===== src/rtl/blink_monitor.sv =====
// rtl/blink_monitor.sv - receive-side blink waveform checker: period/high-time measurement, lock and sticky error
module blink_monitor #(
   parameter int CNT_W      = 8,
   parameter int EXP_PERIOD = 8,
   parameter int TOL        = 0,
   parameter int LOCK_CNT   = 3,
   parameter int TIMEOUT    = 32
) (
   input  logic             clk,
   input  logic             rst_n,
   input  logic             en,
   input  logic             blink_in,
   input  logic             err_clr,
   output logic [CNT_W-1:0] period,
   output logic [CNT_W-1:0] high_time,
   output logic             period_valid,
   output logic             locked,
   output logic             err
);

   typedef enum logic [1:0] {IDLE, WAIT_EDGE, MEASURE, LOCKED} state_t;

   localparam int MC_W = $clog2(LOCK_CNT + 1);
   localparam logic [CNT_W-1:0] C_MAX     = '1;
   localparam logic [CNT_W-1:0] C_ONE     = CNT_W'(1);
   localparam logic [CNT_W-1:0] C_TIMEOUT = CNT_W'(TIMEOUT);
   localparam logic [CNT_W:0]   C_EXP     = (CNT_W+1)'(EXP_PERIOD);
   localparam logic [CNT_W:0]   C_TOL     = (CNT_W+1)'(TOL);
   localparam logic [MC_W-1:0]  C_MC_ONE  = MC_W'(1);
   localparam logic [MC_W-1:0]  C_LOCK    = MC_W'(LOCK_CNT);

   state_t            r_state;
   logic              r_blink_q;
   logic [CNT_W-1:0]  r_per_cnt;
   logic [CNT_W-1:0]  r_high_cnt;
   logic [MC_W-1:0]   r_match_cnt;

   logic              w_rise;
   logic [CNT_W:0]    w_per_ext;
   logic [CNT_W:0]    w_diff;
   logic              w_match;
   logic [CNT_W-1:0]  w_per_inc;
   logic [CNT_W-1:0]  w_high_inc;
   logic [MC_W-1:0]   w_match_nxt;

   assign w_rise      = blink_in & ~r_blink_q;
   assign w_per_ext   = {1'b0, r_per_cnt};
   assign w_diff      = (w_per_ext >= C_EXP) ? (w_per_ext - C_EXP) : (C_EXP - w_per_ext);
   assign w_match     = (w_diff <= C_TOL);
   assign w_per_inc   = (r_per_cnt == C_MAX) ? r_per_cnt : (r_per_cnt + C_ONE);
   assign w_high_inc  = ((r_high_cnt == C_MAX) || !blink_in) ? r_high_cnt : (r_high_cnt + C_ONE);
   assign w_match_nxt = r_match_cnt + C_MC_ONE;

   always_ff @(posedge clk or negedge rst_n) begin
      if (!rst_n) begin
         r_state      <= IDLE;
         r_blink_q    <= 1'b0;
         r_per_cnt    <= '0;
         r_high_cnt   <= '0;
         r_match_cnt  <= '0;
         period       <= '0;
         high_time    <= '0;
         period_valid <= 1'b0;
         locked       <= 1'b0;
         err          <= 1'b0;
      end else begin
         r_blink_q    <= blink_in;
         period_valid <= 1'b0;
         // a new error assigned later in this block wins over err_clr
         if (err_clr) begin
            err <= 1'b0;
         end
         if (!en) begin
            r_state     <= IDLE;
            locked      <= 1'b0;
            r_per_cnt   <= '0;
            r_high_cnt  <= '0;
            r_match_cnt <= '0;
         end else begin
            case (r_state)
               IDLE: r_state <= WAIT_EDGE;
               WAIT_EDGE: begin
                  if (w_rise) begin
                     r_state     <= MEASURE;
                     r_per_cnt   <= C_ONE;
                     r_high_cnt  <= C_ONE;
                     r_match_cnt <= '0;
                  end
               end
               MEASURE, LOCKED: begin
                  if (w_rise) begin
                     r_per_cnt    <= C_ONE;
                     r_high_cnt   <= C_ONE;
                     period       <= r_per_cnt;
                     high_time    <= r_high_cnt;
                     period_valid <= 1'b1;
                     if (w_match) begin
                        if (r_state == MEASURE) begin
                           r_match_cnt <= w_match_nxt;
                           if (w_match_nxt == C_LOCK) begin
                              r_state <= LOCKED;
                              locked  <= 1'b1;
                           end
                        end
                     end else begin
                        r_match_cnt <= '0;
                        err         <= 1'b1;
                        locked      <= 1'b0;
                        r_state     <= MEASURE;
                     end
                  end else if (r_per_cnt == C_TIMEOUT) begin
                     err         <= 1'b1;
                     locked      <= 1'b0;
                     r_state     <= WAIT_EDGE;
                     r_per_cnt   <= '0;
                     r_high_cnt  <= '0;
                     r_match_cnt <= '0;
                  end else begin
                     r_per_cnt  <= w_per_inc;
                     r_high_cnt <= w_high_inc;
                  end
               end
               default: r_state <= IDLE;
            endcase
         end
      end
   end

endmodule


===== config.mk =====
export PLATFORM = sky130hd
export DESIGN_NAME = blink_monitor
export DESIGN_NICKNAME = d
export VERILOG_FILES = /design/src/rtl/blink_monitor.sv
export SDC_FILE = /design/constraint.sdc
export NUM_CORES = 1
export LEC_CHECK = 0
export ABC_AREA = 1
export CAP_MARGIN = 40
export CORE_ASPECT_RATIO = 1.5
export CORE_MARGIN = 8
export CORE_UTILIZATION = 40
export DETAILED_ROUTE_END_ITERATION = 10
export PLACE_DENSITY = 0.56
export SLEW_MARGIN = 20
export SYNTH_ARGS = -nofsm -noshare
export SYNTH_HDL_FRONTEND = slang
export SYNTH_SLANG_ARGS = --single-unit
export TNS_END_PERCENT = 5

===== constraint.sdc =====
create_clock -name clk -period 5.45 [get_ports clk]
set_input_delay 1.09 -clock clk [delete_from_list [all_inputs] [get_ports clk]]
set_output_delay 1.09 -clock clk [all_outputs]
set_load 0.005 [all_outputs]

# Yosys cells after proc, flatten, opt, wreduce, memory -nomap -nowiden
# Cells that the tools add are included.
# word_totals
ff_bits	40
in_bits	5
wordCells	90
output_inout_bits	19
# classes
addsub	5
n_reduce_logical	10
bitwise_logic	2
muxes	43
order_cmp	2
n_eq_ne	18
# op_table
op	n
8-bit 2-to-1 mux	9
8-bit case mux with 2 select lines	2
2-bit 2-to-1 mux	13
5-bit inequality test (second input constant)	4
8-bit by 1-bit adder with 8-bit output (second input constant)	2
8-bit == test (second input constant)	2
1-bit 2-to-1 mux	16
4-bit AND reduction	3
9-bit by 1-bit less-or-equal comparator with 1-bit output (second input constant)	1
9-bit 2-to-1 mux	1
3-bit AND reduction	3
4-bit by 8-bit subtractor with 9-bit output (first input constant)	1
8-bit by 4-bit subtractor with 9-bit output (second input constant)	1
8-bit by 6-bit == test with 1-bit output (second input constant)	1
8-bit by 4-bit greater-or-equal comparator with 1-bit output (second input constant)	1
4-bit by 3-bit inequality test with 1-bit output (second input constant)	2
2-bit == test (second input constant)	3
3-bit by 1-bit inequality test with 1-bit output (second input constant)	2
2-bit case mux with 3 select lines	1
4-bit inequality test (second input constant)	1
2-bit case mux with 2 select lines	1
3-bit inequality test (second input constant)	1
2-bit by 1-bit adder with 2-bit output (second input constant)	1
2-bit by 1-bit == test with 1-bit output (second input constant)	1
7 further kinds	7

# Logic depth before layout (Yosys ltp)
# Gate-level depths: netlist (run 1).
# logic_depth
ltp_word	8
ltp_mapped	15
ltp_nobuf	15

# Worst setup path before layout (run 1)
# Ideal clock, no wire load.
# synth_path
path_kind	in2reg
start	input port blink_in
end	register r_per_cnt[3]
required_ns	5.385
stages	9
path_slack_ns	3.220
t_arrival_ns	2.166
path_buffers	0
setup_ns	0.065
path_cell_list	inv_1 -> nor2_4 -> inv_1 -> o21ai_2 -> o31ai_2 -> inv_2 -> nand2_1 -> a21oi_1 -> o21a_1
# synth_between
elab_chain_cells	4
elab_cells_between_ends	7
classes_between	2 x eq/ne; 3 x mux; 1 x bitwise; 1 x reduce/logical
# synth_lines
item	line_no	rtl
start: declaration	12	input logic blink_in,
1-bit AND *	46	assign w_rise = blink_in & ~r_blink_q;
8-bit 2-to-1 mux	91	if (w_rise) begin
8-bit case mux with 2 select lines	80	case (r_state)
8-bit 2-to-1 mux	73	if (!en) begin
end signal: assignment	119	r_per_cnt <= w_per_inc;
end: declaration	34	logic [CNT_W-1:0] r_per_cnt;
# Mark *: on every way between the ends. The rest lies on a longest branch, timed or not.
# A chain may end at the register's enable or synchronous reset.

# Worst setup path after layout (run 1)
# layout_path
start	input port en
end	register r_per_cnt[3]
# layout_between
elab_chain_cells	2
elab_cells_between_ends	5
classes_between	3 x eq/ne; 1 x mux; 1 x reduce/logical
# layout_lines
item	line_no	rtl
start: declaration	11	input logic en,
5-bit inequality test (no line), or another cell as far along	--	
3-bit AND reduction (no line)	--	
# Several ways; a longest one is shown, not always the timed one.

==> metrics.md, run 1 <==
| Metric | Value |
|---|---|
| Most used routing layer | `met2` |
| RSZ-0062 raised after global routing | `false` |
| Top FF cell, synth | `dfrtp_1` |
| CTS resizes | `0` |
| Syn_area_per_cell | `7.89 µm²` |
| Starting Density | `40.8%` |
| VDD IR max | `0.199 mV` |
| DP Wirelength | `4160 µm` |
| Synth Cell Area | `2330 µm²` |
| CP max stage cell | `clkdlybuf4s50_1` |
| Gp weighted congestion | `0.812` |
| Total CTS buffers | `5` |
| Area of the core | `5700 µm²` |
| P&R area growth vs syn | `18.6%` |
| Worst path arrival time | `2.90 ns` |
| Status | `finished, final reports clean` |
| Post-synthesis cell type count | `32` |
| CP Data Required Time | `5.64 ns` |
| Yosys Warn Count | `0` |
| Initial DRC count | `84` |
| Reg2reg end | `r_match_cnt[1]` |
| Longest Clk Path Bufs | `2` |
| FF+latch count, synth | `40` |
| Utilization after layout | `48.4%` |
| Layout cell share with drive strength beyond 1 | `13.5%` |
| Critical Path Sink Type | `flop` |
| Setup_tns | `0 ns` |
| Crit-path max cell delay | `0.55 ns` |
| Post-synth top area share | `43.0%` |
| DRC | `0` |
| Clock sink total | `40` |
| Initial antenna violation count | `0` |
| Met1 Use GR | `13.7%` |
| Die ar. | `8570 µm²` |
| Reg clk slew, reported paths | `0.07 ns` |
| GRT Total Usage | `13.2%` |
| Type of the most critical hold path | `flop to flop` |
| Post-Layout Cell Count | `397` |
| Commonest cells in the netlist | `nand2_1, dfrtp_1, inv_1` |
| Diode count | `0` |
| Detailed Route WL | `5280 µm` |
| Number of global-route vias before repair | `1913` |
| CP top delay family | `buffers and inverters` |
| Worst Hold Depth | `2` |
| Overflow after GRT | `0` |
| Cells along the critical path | `clkdlybuf4s50_1, nand2_2, nor2_4, inv_1, o31ai_2, inv_2, nand2_1, a21oi_1, o21a_1` |
| Horiz. Die Dim | `78.3 µm` |
| FMAX | `0.368 GHz` |
| Worst Setup Start Kind | `primary input` |
| WL/cell | `13.3 µm` |
| Final Setup Violations | `0` |
| Pwr Total | `802 µW` |
| Port-buffer cells | `23` |
| I/O pin cnt | `24` |
| GR Util met2 | `25.2%` |
| Slew @ Worst Pin | `0.447 ns` |
| Synth area leaders | `dfrtp_1, nand2_1, o21ai_0` |
| CP Max Fanout | `9` |
| Hold-fix buffers, CTS | `0` |
| Post-route ant nets | `0` |
| Post-CTS setup buffer count | `0` |
| Register Area | `1000 µm²` |
| Die height | `109 µm` |
| Sequential-to-total area share from yosys stat | `43.0%` |
| Lkg Pwr | `0.00128 µW` |
| WP buf/inv | `3` |
| First-pass GRT wire length | `9000 µm` |
| M3 GR Usage | `2.54%` |
| Fraction of registers with async set/reset | `100%` |
| Rel. slew slack | `70.0%` |
| Vias | `1943` |
| Nets | `338` |
| FF-to-FF path depth | `13` |
| Vias per inst | `4.89` |
| Reg2reg start | `r_per_cnt[0]` |
| Count of final hold-check violations | `0` |
| WP depth | `9` |
| CTS tree | `yes` |
| Hold Path Sink | `high_time[7]` |
| Final min period | `2.72 ns` |
| PwrDens | `290 nW/µm²` |
| Min-delay src | `high_time[7]` |
| Clock latency on the worst-skew pair | `0.29 ns` |
| Syn nets | `309` |
| # fillers | `585` |
| Cells after DPL | `389` |
| Rows | `34` |
| Multi-input gate area | `1150 µm²` |
| Max Cap Viol | `0` |
| Largest net degree at the start of global routing | `32` |
| Most common cell in the synthesized netlist | `nand2_1` |
| Root buffer cell | `clkbuf_8` |
| CP Class | `primary input to flop` |
| Final cycle utilization of the critical path | `49.8%` |
| Number of flops mapped to enable cells by yosys | `0` |
| H-Tree Level Count | `2` |
| Synth Instances | `295` |
| R2R Setup Slk | `3.14 ns` |
| DRT Pass-1 Iters | `4` |
| Synth area leader | `dfrtp_1` |
| Post-Route Skew | `0.00626 ns` |
| Max Slew Vio Count | `0` |
-- layout by cell type (no fill, tap or decap), types with 2 or more instances in the layout --
cell and instances:
o21ai_0 28, o221ai_1 2, nor2_2 3, nand2_2 6, nand2_1 79, clkbuf_8 6
a21oi_1 13, clkdlybuf4s50_1 22, nor2_4 5, xor2_1 2, o21a_1 2, o21ai_1 2
inv_2 7, dfrtp_1 40, nor3b_1 2, ha_1 9, a31oi_1 2, inv_1 32
nand3_1 15, nand3_2 2, nor3_1 4, nand4_1 4, nand2_4 4, nor2_1 20
-- how the worst max path moves through the flow --
stage               startpoint        endpoint  slack, ns
floorplan             blink_in    r_per_cnt[3]       3.22
CTS                   blink_in  r_match_cnt[1]       2.75
finish                      en    r_per_cnt[3]       2.73
global placement      blink_in      r_state[1]       2.36
global route                en    r_per_cnt[2]       2.55
detailed placement    blink_in  r_match_cnt[1]       2.44
-- cell families (layout without fill, tap and decap cells) --
kind of cell	count (synthesis)	after routing	share of synthesized area, %
xor gates and xnor gates	3	3	1.13
AOI/OAI and AO/OA	51	51	12.1
buffers and inverters	45	75	7.42
and+or+nand+nor	147	147	31.5
DFF	40	40	43.0
adders and majority gates	9	9	4.84
-- sequential cells by signal, summed over array words and instances, names as in the netlist --
| signal | flops |
|---|---|
| err | 1 |
| high_time | 8 |
| locked | 1 |
| period | 8 |
| period_valid | 1 |
| r_blink_q | 1 |
| r_high_cnt | 8 |
| r_match_cnt | 2 |
| r_per_cnt | 8 |
| r_state | 2 |
-- final cells by class --
class	count	share of cell area [%]
inverters	42	5.85
clock buffers	7	3.13
clock inverters	1	0.272
multi-input cells	210	41.8
repair buffers	25	9.42
well taps	72	3.26
flip-flops and latches	40	36.2
-- worst register-to-register path: cells and delay by family, from the launching register on --
family | cells | cell delay, ns
compound gates | 1 | 0.05
buf+inv | 2 | 0.26
flops | 1 | 0.40
simple gates | 9 | 1.24
fa+ha+maj | 1 | 0.26
-- layer usage --
layer / vias to the layer above / part of all wire, %
met5: - / 0
met4: 0 / 1.6
met3: 8 / 1.9
met2: 18 / 55
met1: 913 / 42
li1: 1004 / -
-- stage by stage --
stage / instance area, µm² / hold WS [ns] / setup slack [ns]
final: 2760 / 0.485 / 2.73
after global routing: 2760 / 0.513 / 2.55
after CTS: 2760 / 0.493 / 2.75
after detailed placement: 2670 / 0.472 / 2.44
after global placement: 2630 / 0.469 / 2.36
after floorplan: 2330 / 0.459 / 3.22
-- power breakdown --
| part | leakage (µW) | internal (µW) | switching [µW] | total, µW |
|---|---|---|---|---|
| Sequential | 0.000548 | 324 | 24.0 | 348 |
| Combinational | 0.000687 | 95.1 | 154 | 249 |
| Clock | 0.0000445 | 103 | 102 | 205 |
| Total | 0.00128 | 522 | 280 | 802 |
No activity file was read; power rests on OpenSTA's default activity.
==> run 2, diff against run 1 <==
--- a/config.mk
+++ b/config.mk
@@ -11,7 +11,7 @@
 export CORE_MARGIN = 8
 export CORE_UTILIZATION = 40
 export DETAILED_ROUTE_END_ITERATION = 10
-export PLACE_DENSITY = 0.56
+export PLACE_DENSITY = 0.58
 export SLEW_MARGIN = 20
 export SYNTH_ARGS = -nofsm -noshare
 export SYNTH_HDL_FRONTEND = slang
==> constraint.sdc (replaced) <==
create_clock -name clk -period 2.4 [get_ports clk]
set_input_delay 0.48 -clock clk [delete_from_list [all_inputs] [get_ports clk]]
set_output_delay 0.48 -clock clk [all_outputs]
set_load 0.005 [all_outputs]
==> metrics.md, run 2 (synthesized netlist as in run 1, its figures left out) <==
| Metric | Value |
|---|---|
| P&R area growth vs syn | `22.0%` |
| Nets | `346` |
| RSZ-0062 raised after global routing | `false` |
| Pwr Total | `1960 µW` |
| Combinational Power Share | `30.2%` |
| Commonest non-fill, non-tap cell in the layout | `nand2_1` |
| Port-buffer cells | `23` |
| CP Class | `flop to flop` |
| Type of the most critical hold path | `primary input to async pin` |
| Clock sink total | `40` |
| Final Setup Violations | `0` |
| Reg clk slew, reported paths | `0.08 ns` |
| Post-CTS setup buffer count | `0` |
| CP Max Fanout | `8` |
| Worst path arrival time | `2.29 ns` |
| Multi-input gate area | `1150 µm²` |
| Setup_tns | `0 ns` |
| Area of the core | `5700 µm²` |
| Detailed Route WL | `5320 µm` |
| DRT Pass-1 Iters | `4` |
| First-pass GRT wire length | `9260 µm` |
| Max Cap Viol | `0` |
| Sequential share of power | `40.0%` |
| Number of global-route vias before repair | `1985` |
| CTS resizes | `0` |
| Lkg Pwr | `0.00133 µW` |
| CTS tree | `yes` |
| Status | `finished, final reports clean` |
| Clock latency on the worst-skew pair | `0.30 ns` |
| Post-route ant nets | `0` |
| Starting Density | `40.8%` |
| Die ar. | `8570 µm²` |
| Max Slew Vio Count | `0` |
| Count of final hold-check violations | `0` |
| Register Area | `1000 µm²` |
| H-Tree Level Count | `2` |
| DP Wirelength | `4220 µm` |
| Vias per inst | `4.87` |
| Gp weighted congestion | `0.864` |
| Longest Clk Path Bufs | `2` |
| Crit-path max cell delay | `0.40 ns` |
| Clock group share of total power | `29.8%` |
| Rows | `34` |
| Cells along the critical path | `inv_1, ha_1, nand2_2, nor2_4, nand4_2, nand2_4, inv_4, nand2_4, nand2_4, nor2_2, nand2_2, nand2_1, o21ai_1` |
| # fillers | `570` |
| WL/cell | `13.1 µm` |
| Layout cell share with drive strength beyond 1 | `15.9%` |
| FMAX | `0.475 GHz` |
| Rel. slew slack | `75.4%` |
| WP buf/inv | `2` |
| CP Data Required Time | `2.58 ns` |
| Cells after DPL | `397` |
| PwrDens | `689 nW/µm²` |
| CP max stage cell | `dfrtp_1` |
| Initial DRC count | `95` |
| Largest net degree at the start of global routing | `32` |
| Finished Cell Area | `2840 µm²` |
| Worst setup margin | `0.296 ns` |
| DRC | `0` |
| Sw frac | `33.2%` |
| Overflow after GRT | `0` |
| VDD IR max | `0.458 mV` |
| Post-Layout Cell Count | `405` |
| Internal power | `1310 µW` |
| Most used cell, CP | `nand2_4` |
| Critical Path Sink Type | `flop` |
| Die height | `109 µm` |
| Worst Setup Start Kind | `flop` |
| Final cycle utilization of the critical path | `87.7%` |
| Final min period | `2.10 ns` |
| Root buffer cell | `clkbuf_8` |
| Vias | `1971` |
| CP top delay family | `simple AND/OR/NAND/NOR gates` |
| WP depth | `13` |
| Most frequent cells in the layout | `nand2_1, dfrtp_1, inv_1` |
| FF-to-FF path depth | `13` |
| Total CTS buffers | `5` |
| Hold-fix buffers, CTS | `0` |
| I/O pin cnt | `24` |
| Slew @ Worst Pin | `0.369 ns` |
| Diode count | `0` |
| GRT Total Usage | `13.3%` |
| Post-Route Skew | `0.00735 ns` |
| Switch Pwr | `649 µW` |
| Horiz. Die Dim | `78.3 µm` |
| Placed cell area | `2720 µm²` |
| Pre-CTS setup slack | `0.0303 ns` |
| Initial antenna violation count | `0` |
[run 2: worst paths after layout]
check | slack (ns) | to | from
min | 0.09 | high_time[4] | rst_n
min reg2reg | 0.48 | high_time[7] | high_time[7]
max | 0.30 | r_match_cnt[1] | r_per_cnt[1]
min in group clk | 0.48 | high_time[7] | high_time[7]
max reg2reg | 0.30 | r_match_cnt[1] | r_per_cnt[1]
max in group asynchronous | 1.85 | r_match_cnt[0] | rst_n
[run 2: per-stage QoR]
stage               utilization [%]  hold WS (ns)
finish                         49.8        0.0887
global route                   49.8         0.113
CTS                            49.8        0.0910
detailed placement             47.7         0.415
global placement               47.4         0.466
floorplan                         -         0.184
[run 2: layout make-up]
type                       count  share of cell area (%)
sequential                    40                    35.2
inverter                      42                    5.68
clock buffer                   6                    2.91
multi-input combinational    210                    40.6
timing repair buffer          33                    11.0
clock inverter                 2                    1.37
tap                           72                    3.17
[run 2: metal layers]
layer,track usage (%),vias to the layer above,wire (µm)
met5,0,-,0
met4,5.05,0,42
met3,2.29,4,120
met2,25.7,14,2990
met1,13.9,928,2160
li1,-,1025,-
[run 2: power groups by stage]
stage / clock network (µW) / registers (µW) / logic, µW
2_1_floorplan: 0 / 791 / 398
3_3_place_gp: 0 / 798 / 593
3_5_place_dp: 0 / 798 / 599
4_1_cts: 606 / 785 / 601
5_1_grt: 624 / 794 / 667
6_report: 583 / 783 / 590
